--- src/rtl/poly_mem_arbiter_if.sv ---
// Requester-side bus of the coefficient RAM arbiter: three packed request lanes in, grants and read data out.
// No latency of its own; it only carries signals.
// Flow control: req is held until gnt arrives, and rvalid qualifies rdata.
interface poly_mem_arbiter_if #(
  parameter int ADDR_W = 11,
  parameter int DATA_W = 13
);
  logic [2:0]          req;
  logic [2:0]          we;
  logic [3*ADDR_W-1:0] addr;
  logic [3*DATA_W-1:0] wdata;
  logic [2:0]          gnt;
  logic [2:0]          rvalid;
  logic [DATA_W-1:0]   rdata;

  // requester side
  modport master (output req, we, addr, wdata, input gnt, rvalid, rdata);
  // arbiter side
  modport slave  (input req, we, addr, wdata, output gnt, rvalid, rdata);
endinterface

--- src/rtl/poly_mem_arbiter.sv ---
// Round-robin arbiter sharing one single-port coefficient RAM among clear engine (0), subtractor (1) and divider (2).
// Latency: a grant arrives 1 cycle after the request; read data returns 1 cycle after the access.
// Flow control: non-owners wait while req is held; a burst ends on req drop or on the hold watchdog.
module poly_mem_arbiter #(
  parameter int ADDR_W   = 11,
  parameter int DATA_W   = 13,
  parameter int DEPTH    = 677,
  parameter int MAX_HOLD = 1024
) (
  input  logic                clk,
  input  logic                rst,
  poly_mem_arbiter_if.slave   bus,
  output logic [ADDR_W-1:0]   mem_addr,
  output logic [DATA_W-1:0]   mem_wdata,
  output logic                mem_we,
  input  logic [DATA_W-1:0]   mem_rdata,
  output logic                err_addr,
  output logic                err_timeout,
  output logic                busy
);

  localparam int HOLD_W = $clog2(MAX_HOLD + 1);
  localparam logic [HOLD_W-1:0] HOLD_LAST = HOLD_W'(MAX_HOLD - 1);
  // One extra bit so that DEPTH == 2**ADDR_W still compares correctly
  localparam logic [ADDR_W:0] DEPTH_L = (ADDR_W+1)'(DEPTH);

  typedef enum logic [1:0] {IDLE, OWN, RELEASE} state_t;

  state_t              state, state_nxt;
  logic [2:0]          gnt_q, gnt_nxt;
  logic [1:0]          rr_ptr, rr_nxt;
  logic [HOLD_W-1:0]   hold_cnt, hold_nxt;
  logic                timeout_fire;
  logic [2:0]          rvalid_q;
  logic                rd_oor_q;

  logic [1:0]          owner;
  logic [1:0]          pick;
  logic                sel_req, sel_we;
  logic [ADDR_W-1:0]   sel_addr;
  logic [DATA_W-1:0]   sel_wdata;
  logic                access, in_range;

  // Decode the owner index and select its request lane; also find the next winner from the RR pointer
  always_comb begin
    owner     = 2'd0;
    sel_req   = 1'b0;
    sel_we    = 1'b0;
    sel_addr  = '0;
    sel_wdata = '0;
    pick      = 2'd0;
    if (gnt_q[1])      owner = 2'd1;
    else if (gnt_q[2]) owner = 2'd2;
    case (owner)
      2'd1: begin
        sel_req   = bus.req[1];
        sel_we    = bus.we[1];
        sel_addr  = bus.addr[1*ADDR_W +: ADDR_W];
        sel_wdata = bus.wdata[1*DATA_W +: DATA_W];
      end
      2'd2: begin
        sel_req   = bus.req[2];
        sel_we    = bus.we[2];
        sel_addr  = bus.addr[2*ADDR_W +: ADDR_W];
        sel_wdata = bus.wdata[2*DATA_W +: DATA_W];
      end
      default: begin
        sel_req   = bus.req[0];
        sel_we    = bus.we[0];
        sel_addr  = bus.addr[0 +: ADDR_W];
        sel_wdata = bus.wdata[0 +: DATA_W];
      end
    endcase
    case (rr_ptr)
      2'd0:    pick = bus.req[0] ? 2'd0 : (bus.req[1] ? 2'd1 : 2'd2);
      2'd1:    pick = bus.req[1] ? 2'd1 : (bus.req[2] ? 2'd2 : 2'd0);
      default: pick = bus.req[2] ? 2'd2 : (bus.req[0] ? 2'd0 : 2'd1);
    endcase
  end

  // State register: FSM state plus the grant, round-robin pointer and hold counter it owns
  always_ff @(posedge clk or posedge rst) begin
    if (rst) begin
      state    <= IDLE;
      gnt_q    <= '0;
      rr_ptr   <= 2'd0;
      hold_cnt <= '0;
    end else begin
      state    <= state_nxt;
      gnt_q    <= gnt_nxt;
      rr_ptr   <= rr_nxt;
      hold_cnt <= hold_nxt;
    end
  end

  // Next state: grant on request, release on req drop or watchdog expiry, then one idle turnaround cycle
  always_comb begin
    state_nxt    = state;
    gnt_nxt      = gnt_q;
    rr_nxt       = rr_ptr;
    hold_nxt     = hold_cnt;
    timeout_fire = 1'b0;
    case (state)
      IDLE: begin
        if (|bus.req) begin
          state_nxt = OWN;
          gnt_nxt   = 3'b001 << pick;
          hold_nxt  = '0;
        end
      end
      OWN: begin
        if (!sel_req || hold_cnt == HOLD_LAST) begin
          // A req drop coinciding with expiry is an ordinary release
          timeout_fire = sel_req;
          state_nxt    = RELEASE;
          gnt_nxt      = '0;
          rr_nxt       = (owner == 2'd2) ? 2'd0 : owner + 2'd1;
          hold_nxt     = '0;
        end else begin
          hold_nxt = hold_cnt + HOLD_W'(1);
        end
      end
      RELEASE: begin
        state_nxt = IDLE;
      end
      default: begin
        state_nxt = IDLE;
        gnt_nxt   = '0;
      end
    endcase
  end

  // Outputs: steer the owner onto the RAM port; writes beyond DEPTH are dropped
  always_comb begin
    access    = sel_req & (|gnt_q);
    in_range  = {1'b0, sel_addr} < DEPTH_L;
    mem_addr  = access ? sel_addr : '0;
    mem_wdata = access ? sel_wdata : '0;
    mem_we    = access & sel_we & in_range;
    bus.gnt    = gnt_q;
    bus.rvalid = rvalid_q;
    bus.rdata  = ((|rvalid_q) && !rd_oor_q) ? mem_rdata : '0;
    busy       = |gnt_q;
  end

  // Read-return tracking and sticky error flags
  always_ff @(posedge clk or posedge rst) begin
    if (rst) begin
      rvalid_q    <= '0;
      rd_oor_q    <= 1'b0;
      err_addr    <= 1'b0;
      err_timeout <= 1'b0;
    end else begin
      rvalid_q    <= (access && !sel_we) ? gnt_q : 3'b000;
      rd_oor_q    <= access & ~sel_we & ~in_range;
      err_addr    <= err_addr | (access & ~in_range);
      err_timeout <= err_timeout | timeout_fire;
    end
  end

endmodule

--- src/flat_wrapper.sv ---
// flat-port wrapper written by rule: the top's interface ports become plain ports
module poly_mem_arbiter_flat 
#(
  parameter int ADDR_W   = 11,
  parameter int DATA_W   = 13,
  parameter int DEPTH    = 677,
  parameter int MAX_HOLD = 1024
)
  (clk, rst, mem_addr, mem_wdata, mem_we, mem_rdata, err_addr, err_timeout, busy, bus_req, bus_we, bus_addr, bus_wdata, bus_gnt, bus_rvalid, bus_rdata);
  poly_mem_arbiter_if #(.ADDR_W(ADDR_W), .DATA_W(DATA_W)) bus_i ();
  input  logic clk;
  input  logic rst;
  output logic [ADDR_W-1:0] mem_addr;
  output logic [DATA_W-1:0] mem_wdata;
  output logic mem_we;
  input  logic [DATA_W-1:0] mem_rdata;
  output logic err_addr;
  output logic err_timeout;
  output logic busy;
  input wire logic [$bits(bus_i.req)-1:0] bus_req;
  input wire logic [$bits(bus_i.we)-1:0] bus_we;
  input wire logic [$bits(bus_i.addr)-1:0] bus_addr;
  input wire logic [$bits(bus_i.wdata)-1:0] bus_wdata;
  output wire logic [$bits(bus_i.gnt)-1:0] bus_gnt;
  output wire logic [$bits(bus_i.rvalid)-1:0] bus_rvalid;
  output wire logic [$bits(bus_i.rdata)-1:0] bus_rdata;
  assign bus_i.req = bus_req;
  assign bus_i.we = bus_we;
  assign bus_i.addr = bus_addr;
  assign bus_i.wdata = bus_wdata;
  assign bus_gnt = bus_i.gnt;
  assign bus_rvalid = bus_i.rvalid;
  assign bus_rdata = bus_i.rdata;
  poly_mem_arbiter #(.ADDR_W(ADDR_W), .DATA_W(DATA_W), .DEPTH(DEPTH), .MAX_HOLD(MAX_HOLD)) u_core (.clk(clk), .rst(rst), .bus(bus_i), .mem_addr(mem_addr), .mem_wdata(mem_wdata), .mem_we(mem_we), .mem_rdata(mem_rdata), .err_addr(err_addr), .err_timeout(err_timeout), .busy(busy));
endmodule
--- config.mk ---
export PLATFORM = sky130hd
export DESIGN_NAME = poly_mem_arbiter_flat
export DESIGN_NICKNAME = d
export VERILOG_FILES = /design/src/rtl/poly_mem_arbiter_if.sv /design/src/rtl/poly_mem_arbiter.sv /design/src/flat_wrapper.sv
export SDC_FILE = /design/constraint.sdc
export NUM_CORES = 1
export LEC_CHECK = 0
export ABC_AREA = 1
export BUFFER_PORTS_ARGS = -buffer_cell sky130_fd_sc_hd__buf_2
export CAP_MARGIN = 20
export CORE_ASPECT_RATIO = 2
export CORE_UTILIZATION = 40
export CTS_CLUSTER_DIAMETER = 50
export DETAILED_ROUTE_END_ITERATION = 16
export PLACE_DENSITY = 0.79
export SLEW_MARGIN = 20
export SYNTH_ARGS = -nofsm -noshare
export SYNTH_HDL_FRONTEND = slang
export SYNTH_SLANG_ARGS = --single-unit
export TNS_END_PERCENT = 30
--- constraint.sdc ---
create_clock -name clk -period 5.1 [get_ports clk]
set_input_delay 1.02 -clock clk [delete_from_list [all_inputs] [get_ports clk]]
set_output_delay 1.02 -clock clk [all_outputs]
set_load 0.03 [all_outputs]
; ---- After elaboration in Yosys (flattened, before gate mapping)
; Cells that the tools add are included.
[classes]
n_shift = 1
mux = 29
eq_ne = 8
reduce_logical = 16
n_bitwise = 11
n_lt_le_gt_ge = 1
addsub = 2
[ops]
columns = operator, count
row1 = $pmux 11 s2, 2
row2 = $mux 11, 3
row3 = $mux 13, 2
row4 = $pmux 13 s2, 1
row5 = $mux 2, 10
row6 = $add 11x1->11 const B, 1
row7 = $eq 11x10->1 const B, 1
row8 = $lt 11x10->1 const B, 1
row9 = $mux 3, 3
row10 = $pmux 3 s3, 1
row11 = $reduce_or 3->1, 3
row12 = $pmux 2 s2, 2
row13 = $and 1x1->1, 6
row14 = $eq 2x1->1 const B, 3
row15 = $reduce_and 2->1, 3
row16 = $eq 2x2->1 const B, 2
row17 = $logic_not 2->1, 2
row18 = $ne 2x1->1 const B, 2
row19 = $pmux 1 s2, 2
row20 = $logic_not 1->1, 3
row21 = $mux 1, 3
row22 = $not 1->1, 3
row23 = $reduce_and 3->1, 1
row24 = $shl 1x2->3 const A, 1
row25 = other kinds (5), 7
[word_totals]
wordCells = 76
out_inout_bits = 47
register_bits = 24
inputBits = 93

; ---- Longest topological paths before layout
[logic_depth]
word_depth = 9
depth_mapped = 12

; ---- Least setup slack after synthesis
; OpenSTA, ideal clock, no wires.
[synth_path]
kind = input port to output port
start = input bus_req[1]
end = output mem_addr[5]
n_path_buf = 0
arrival_ns = 2.309
t_required_ns = 4.080
cell_stages = 6
path_slack_ns = 1.771
cell_sequence = inv_1 nand2_1 o211ai_4 inv_4 nand2_4 nor4_1
[synth_between]
elab_chain_len = 3
[synth_lines]
columns = item, line_no
row1 = from (decl), flat_wrapper.sv:20  ; input wire logic [$bits(bus_i.req)-1:0] bus_req;
row2 = $pmux 1 s2, poly_mem_arbiter.sv:54  ; case (owner)
row3 = $and 1x1->1, poly_mem_arbiter.sv:135  ; access = sel_req & (|gnt_q);
row4 = $mux 11, poly_mem_arbiter.sv:137  ; mem_addr = access ? sel_addr : '0;
row5 = to (decl), flat_wrapper.sv:13  ; output logic [ADDR_W-1:0] mem_addr;
; No other way between the ends.

; ---- Final worst setup path
[layout_path]
start = register u_core.gnt_q[1] (netlist: u_core.bus.gnt[1])
end = output mem_addr[7]
[layout_between]
elab_chain_len = 5
word_cells_on_any_way = 8
[layout_lines]
columns = item, line_no
row1 = from (decl), poly_mem_arbiter.sv:30  ; logic [2:0] gnt_q, gnt_nxt;
row2 = from (signal assigned), poly_mem_arbiter.sv:90  ; gnt_q <= gnt_nxt;
row3 = $mux 2, poly_mem_arbiter.sv:52  ; if (gnt_q[1]) owner = 2'd1;
row4 = $eq 2x2->1 or $eq 2x1->1 (tied branches), poly_mem_arbiter.sv:54
row5 = $pmux 1 s2, poly_mem_arbiter.sv:54
row6 = $and 1x1->1, poly_mem_arbiter.sv:135
row7 = $mux 11 *, poly_mem_arbiter.sv:137
; Mark *: on every way between the ends. The rest lies on a longest branch, timed or not.

==> summary.md <==
The tools report the combined global-route utilization of all metal layers as 25.0%. The run finished with clean final reports. At the worst endpoint, the arrival time is 2.65 ns.

For the die outline area, the log shows 0.00522 mm^2. The count of input and output buffers works out to 139. Clock tree synthesis found a total of 24 sinks. Once the clock tree was built, the setup fixing pass inserted 0 buffers. In this run the power density over the cells is 595 mW/mm^2. The number of global-route vias before repair is 2290. Final non-filler cell total: 493.

The hold path endpoint was u_core.err_addr. Summed over all layers, the global routing overflow is 0. Worst min-delay path category: register to register.

For the top achievable clock speed, the log shows 272 MHz. No sink is reached through more buffers than the 2 on the longest clock path. The count of pins over their slew limit was 0. Buffers inserted to repair hold after CTS numbered 0. sky130_fd_sc_hd__dfrtp_1 takes more of the synthesized area than any other cell. For the count of distinct cell types in the synthesized netlist, the log shows 35. At the worst endpoint, the required time is 4.08 ns. Detailed placement finished with a half-perimeter wire length of 5270 um.

The synthesized net count came out at 398. Setup violations remaining at the end of the flow were counted as 0. After detailed routing, the number of vias per cell comes to 5.01. The tools report the number of antenna violations at the first check in global routing as 0. The hold path startpoint is u_core.err_addr. The post-route clock period utilization works out to 72.0%. In the post-synthesis netlist, the cell with the most instances is sky130_fd_sc_hd__nand2_1. After synthesis the netlist holds a flip-flop and latch count of 24. The area growth from synthesis to layout is 39.0%. By instance count, the cell type seen most on the critical path is sky130_fd_sc_hd__inv_4. Of all flip-flops after synthesis, the portion carrying an async set or reset was 100%. Yosys mapped a number of flops with a built-in enable equal to 0. The initial utilization of the core area, before any placement, comes to 42.0%. The number of iterations in the first detailed-routing pass was 5; the actual transition at the worst max-transition pin was 0.921 ns. The startpoint identified for the worst register-to-register timing path is u_core.bus.gnt[1]. The die is 51.6 um wide. The top fanout value on the critical path is 26, and the total detailed-routing wirelength is 6360 um.

The signal on the critical path passes through inv_4 -> nand2_4 -> inv_4 -> nand2_2 -> o211ai_4 -> inv_4 -> nand2_4 -> nor4_1 -> buf_2. After synthesis, the most frequently instantiated cells are 98 x sky130_fd_sc_hd__nand2_1, 47 x sky130_fd_sc_hd__nor2_1, 35 x sky130_fd_sc_hd__inv_1, 24 x sky130_fd_sc_hd__dfrtp_1, 17 x sky130_fd_sc_hd__a31oi_1. For the layout net count, the log shows 533. Synthesis produced 304 cells. The per-instance average area after synthesis was 6.47 um^2; the initial DRC count was 70. The vertical die dimension was 101 um. For flop-to-flop paths, the worst setup slack is 2.88 ns. The tools report the core utilization of the finished layout as 58.4%. Counting both buffers and inverters, the worst setup path holds a total of 4. The post-cts repair resize count was 0; the TritonCTS buffer count was 3. Across all layers, the routed design uses 2468 vias. The latest clock arrival within the worst-skew pair is 0.27 ns. The critical path's top delay family was flip-flops.

The tree is rooted in a sky130_fd_sc_hd__clkbuf_8. The number of rows in the core area came out at 35. The cell count after placement was 489; the total of warnings raised by yosys was 0. The largest stage delay on the critical path was 0.93 ns; the global placer's final weighted congestion was 0.837. In this run the standard cell core region covers 0.00469 mm^2. The fraction of synthesized cell area taken by the top area cell type is 30.5%, and the average detailed-routed wire length per instance is 12.9 um.

The predominant post-synthesis flop cell is sky130_fd_sc_hd__dfrtp_1. TritonCTS built the clock tree. For the worst flop-to-flop path, the logic depth is 10. Setup repair after global routing left no endpoint under its margin. Fraction of layout cells with a size suffix above 1: 38.4%.

The clock transition at the registers of the reported paths came out at 0.09 ns. The H-tree level count is 1, and the worst slew margin relative to its limit is 38.5%. Sorting the synthesized cells by area gives the leading types as sky130_fd_sc_hd__dfrtp_1 31%, sky130_fd_sc_hd__nand2_1 19%, sky130_fd_sc_hd__nor2_1 9.0%. The total count of hold-check failures in the final report is 0.

For the maximum vdd ir drop, the log shows 0.000489 V. Hold is met by 0.460 ns. The mapped netlist covers 0.00197 mm^2. In this run the static leakage power is 1.63 nW. STA classifies the critical path startpoint as a register. After synthesis, flip-flops and latches occupy 30.5% of the total area. The launch point of the worst path is u_core.bus.gnt[1]. Number of fill cells: 466. In this run the critical register-to-register path is captured at u_core.bus.rvalid[1]. The final period demand of the worst path was 3.67 ns. The first global-routing pass estimated 10000 um of wire. The boundary pin count was 140; the number of instances on the worst hold path was 2. Entering global routing, the biggest net connects 27 pins. The worst setup path is of the register to output port kind. The count of nets left with antenna violations once routing finished came out at 0. The aggregate negative setup slack came out at 0 ns. The tools report the kind of end point of the critical path as an output port. The logs give 0 for the number of remaining DRC errors and 0 for the diode insertion count for antenna repair. On the final layout, the worst clock skew is 0.0132 ns. On the critical path, the stage with the largest delay is an instance of sky130_fd_sc_hd__dfrtp_1. Across the run, the number of max-cap violations was 0.
==> how the worst max path moves through the flow <==
stage | to | slack, ns | cells after the start
after floorplan | mem_addr[5] | 1.77 | 6
after global placement | mem_we | 1.81 | 10
after detailed placement | mem_addr[7] | 1.73 | 9
after CTS | mem_addr[7] | 1.40 | 9
after global routing | mem_addr[7] | 1.18 | 9
final | mem_addr[7] | 1.43 | 9
==> state kept, by name, indices dropped and copies added, names as in the netlist <==
signal	flops
u_core.hold_cnt	11
u_core.bus.gnt	3
u_core.bus.rvalid	3
u_core.rr_ptr	2
u_core.state	2
u_core.err_addr	1
u_core.err_timeout	1
u_core.rd_oor_q	1
==> power breakdown <==
part / internal (W) / switching [W] / total, W
sequential: 0.000230 / 0.0000651 / 0.000295
clock: 0.000105 / 0.0000630 / 0.000168
combinational: 0.000327 / 0.000837 / 0.00116
==> placed cells by master (no fill, tap or decap) <==
master / instances
sky130_fd_sc_hd__nor2_2: 2
sky130_fd_sc_hd__or2_1: 2
sky130_fd_sc_hd__nand4_1: 2
sky130_fd_sc_hd__xnor2_1: 1
sky130_fd_sc_hd__a31o_2: 1
sky130_fd_sc_hd__a21oi_2: 2
sky130_fd_sc_hd__nand2_4: 3
sky130_fd_sc_hd__a31oi_1: 17
sky130_fd_sc_hd__nor3_1: 4
sky130_fd_sc_hd__o21ai_0: 7
sky130_fd_sc_hd__nor2_4: 2
sky130_fd_sc_hd__nand3_2: 2
sky130_fd_sc_hd__xor2_1: 7
sky130_fd_sc_hd__a21o_1: 1
sky130_fd_sc_hd__inv_2: 1
sky130_fd_sc_hd__or2_2: 3
sky130_fd_sc_hd__nand3b_1: 1
sky130_fd_sc_hd__nand3_1: 13
sky130_fd_sc_hd__nor2_1: 47
sky130_fd_sc_hd__a21oi_4: 1
sky130_fd_sc_hd__ha_1: 1
sky130_fd_sc_hd__nand2_2: 4
sky130_fd_sc_hd__o31ai_1: 1
sky130_fd_sc_hd__inv_4: 3
sky130_fd_sc_hd__and3_1: 1
sky130_fd_sc_hd__a21oi_1: 4
sky130_fd_sc_hd__dfrtp_1: 24
sky130_fd_sc_hd__o21ai_1: 2
sky130_fd_sc_hd__inv_1: 35
sky130_fd_sc_hd__o211ai_4: 1
sky130_fd_sc_hd__clkbuf_8: 3
sky130_fd_sc_hd__bufinv_16: 1
sky130_fd_sc_hd__nor4_1: 2
sky130_fd_sc_hd__buf_2: 139
sky130_fd_sc_hd__nand2_1: 98
==> cell families (layout without fill, tap and decap cells) <==
family | after synthesis | after routing | synth area share, %
AO/OA/AOI/OAI | 37 | 37 | 12.7
XOR/XNOR | 8 | 8 | 3.56
adder cells (fa/ha/maj) | 1 | 1 | 0.636
buffers and inverters | 48 | 182 | 11.3
flip-flops | 24 | 24 | 30.5
AND/OR/NAND/NOR | 186 | 186 | 41.3
==> worst reg2reg max path: stages, from the launching register on <==
cell and delay [ns]:
sky130_fd_sc_hd__dfrtp_1 0.93, sky130_fd_sc_hd__inv_4 0.18, sky130_fd_sc_hd__nand2_4 0.15, sky130_fd_sc_hd__inv_4 0.10
sky130_fd_sc_hd__nand2_2 0.09, sky130_fd_sc_hd__o211ai_4 0.09, sky130_fd_sc_hd__inv_4 0.08, sky130_fd_sc_hd__nand2_4 0.16
sky130_fd_sc_hd__inv_1 0.12, sky130_fd_sc_hd__nand2_1 0.10, sky130_fd_sc_hd__nor2_1 0.11
==> through the flow <==
step                area, um^2  setup slack [ns]  power, W
global placement          2670              1.81   0.00145
detailed placement        2670              1.73   0.00146
CTS                       2740              1.40   0.00163
floorplan                 1970              1.77   0.00119
global route              2740              1.18   0.00176
finish                    2740              1.43   0.00163
==> layout make-up <==
cell class	instances	area (um^2)	share of cell area [%]
multi-input combinational	232	1150	41.9
clock buffer	3	41.3	1.51
sequential	24	601	21.9
inverter	39	154	5.62
tap	55	68.8	2.51
clock inverter	1	30.0	1.10
timing repair buffer	139	696	25.4
==> routing by layer <==
metal / vias to the layer above / track usage [%] / part of all wire [%]
li1: 1227 / - / -
met1: 1113 / 28.4 / 37
met4: 0 / 6.65 / 1.8
met2: 120 / 46.9 / 54
met3: 8 / 3.60 / 7.3
met5: - / 0 / 0
Note: power is estimated with default switching activity, not from simulation.
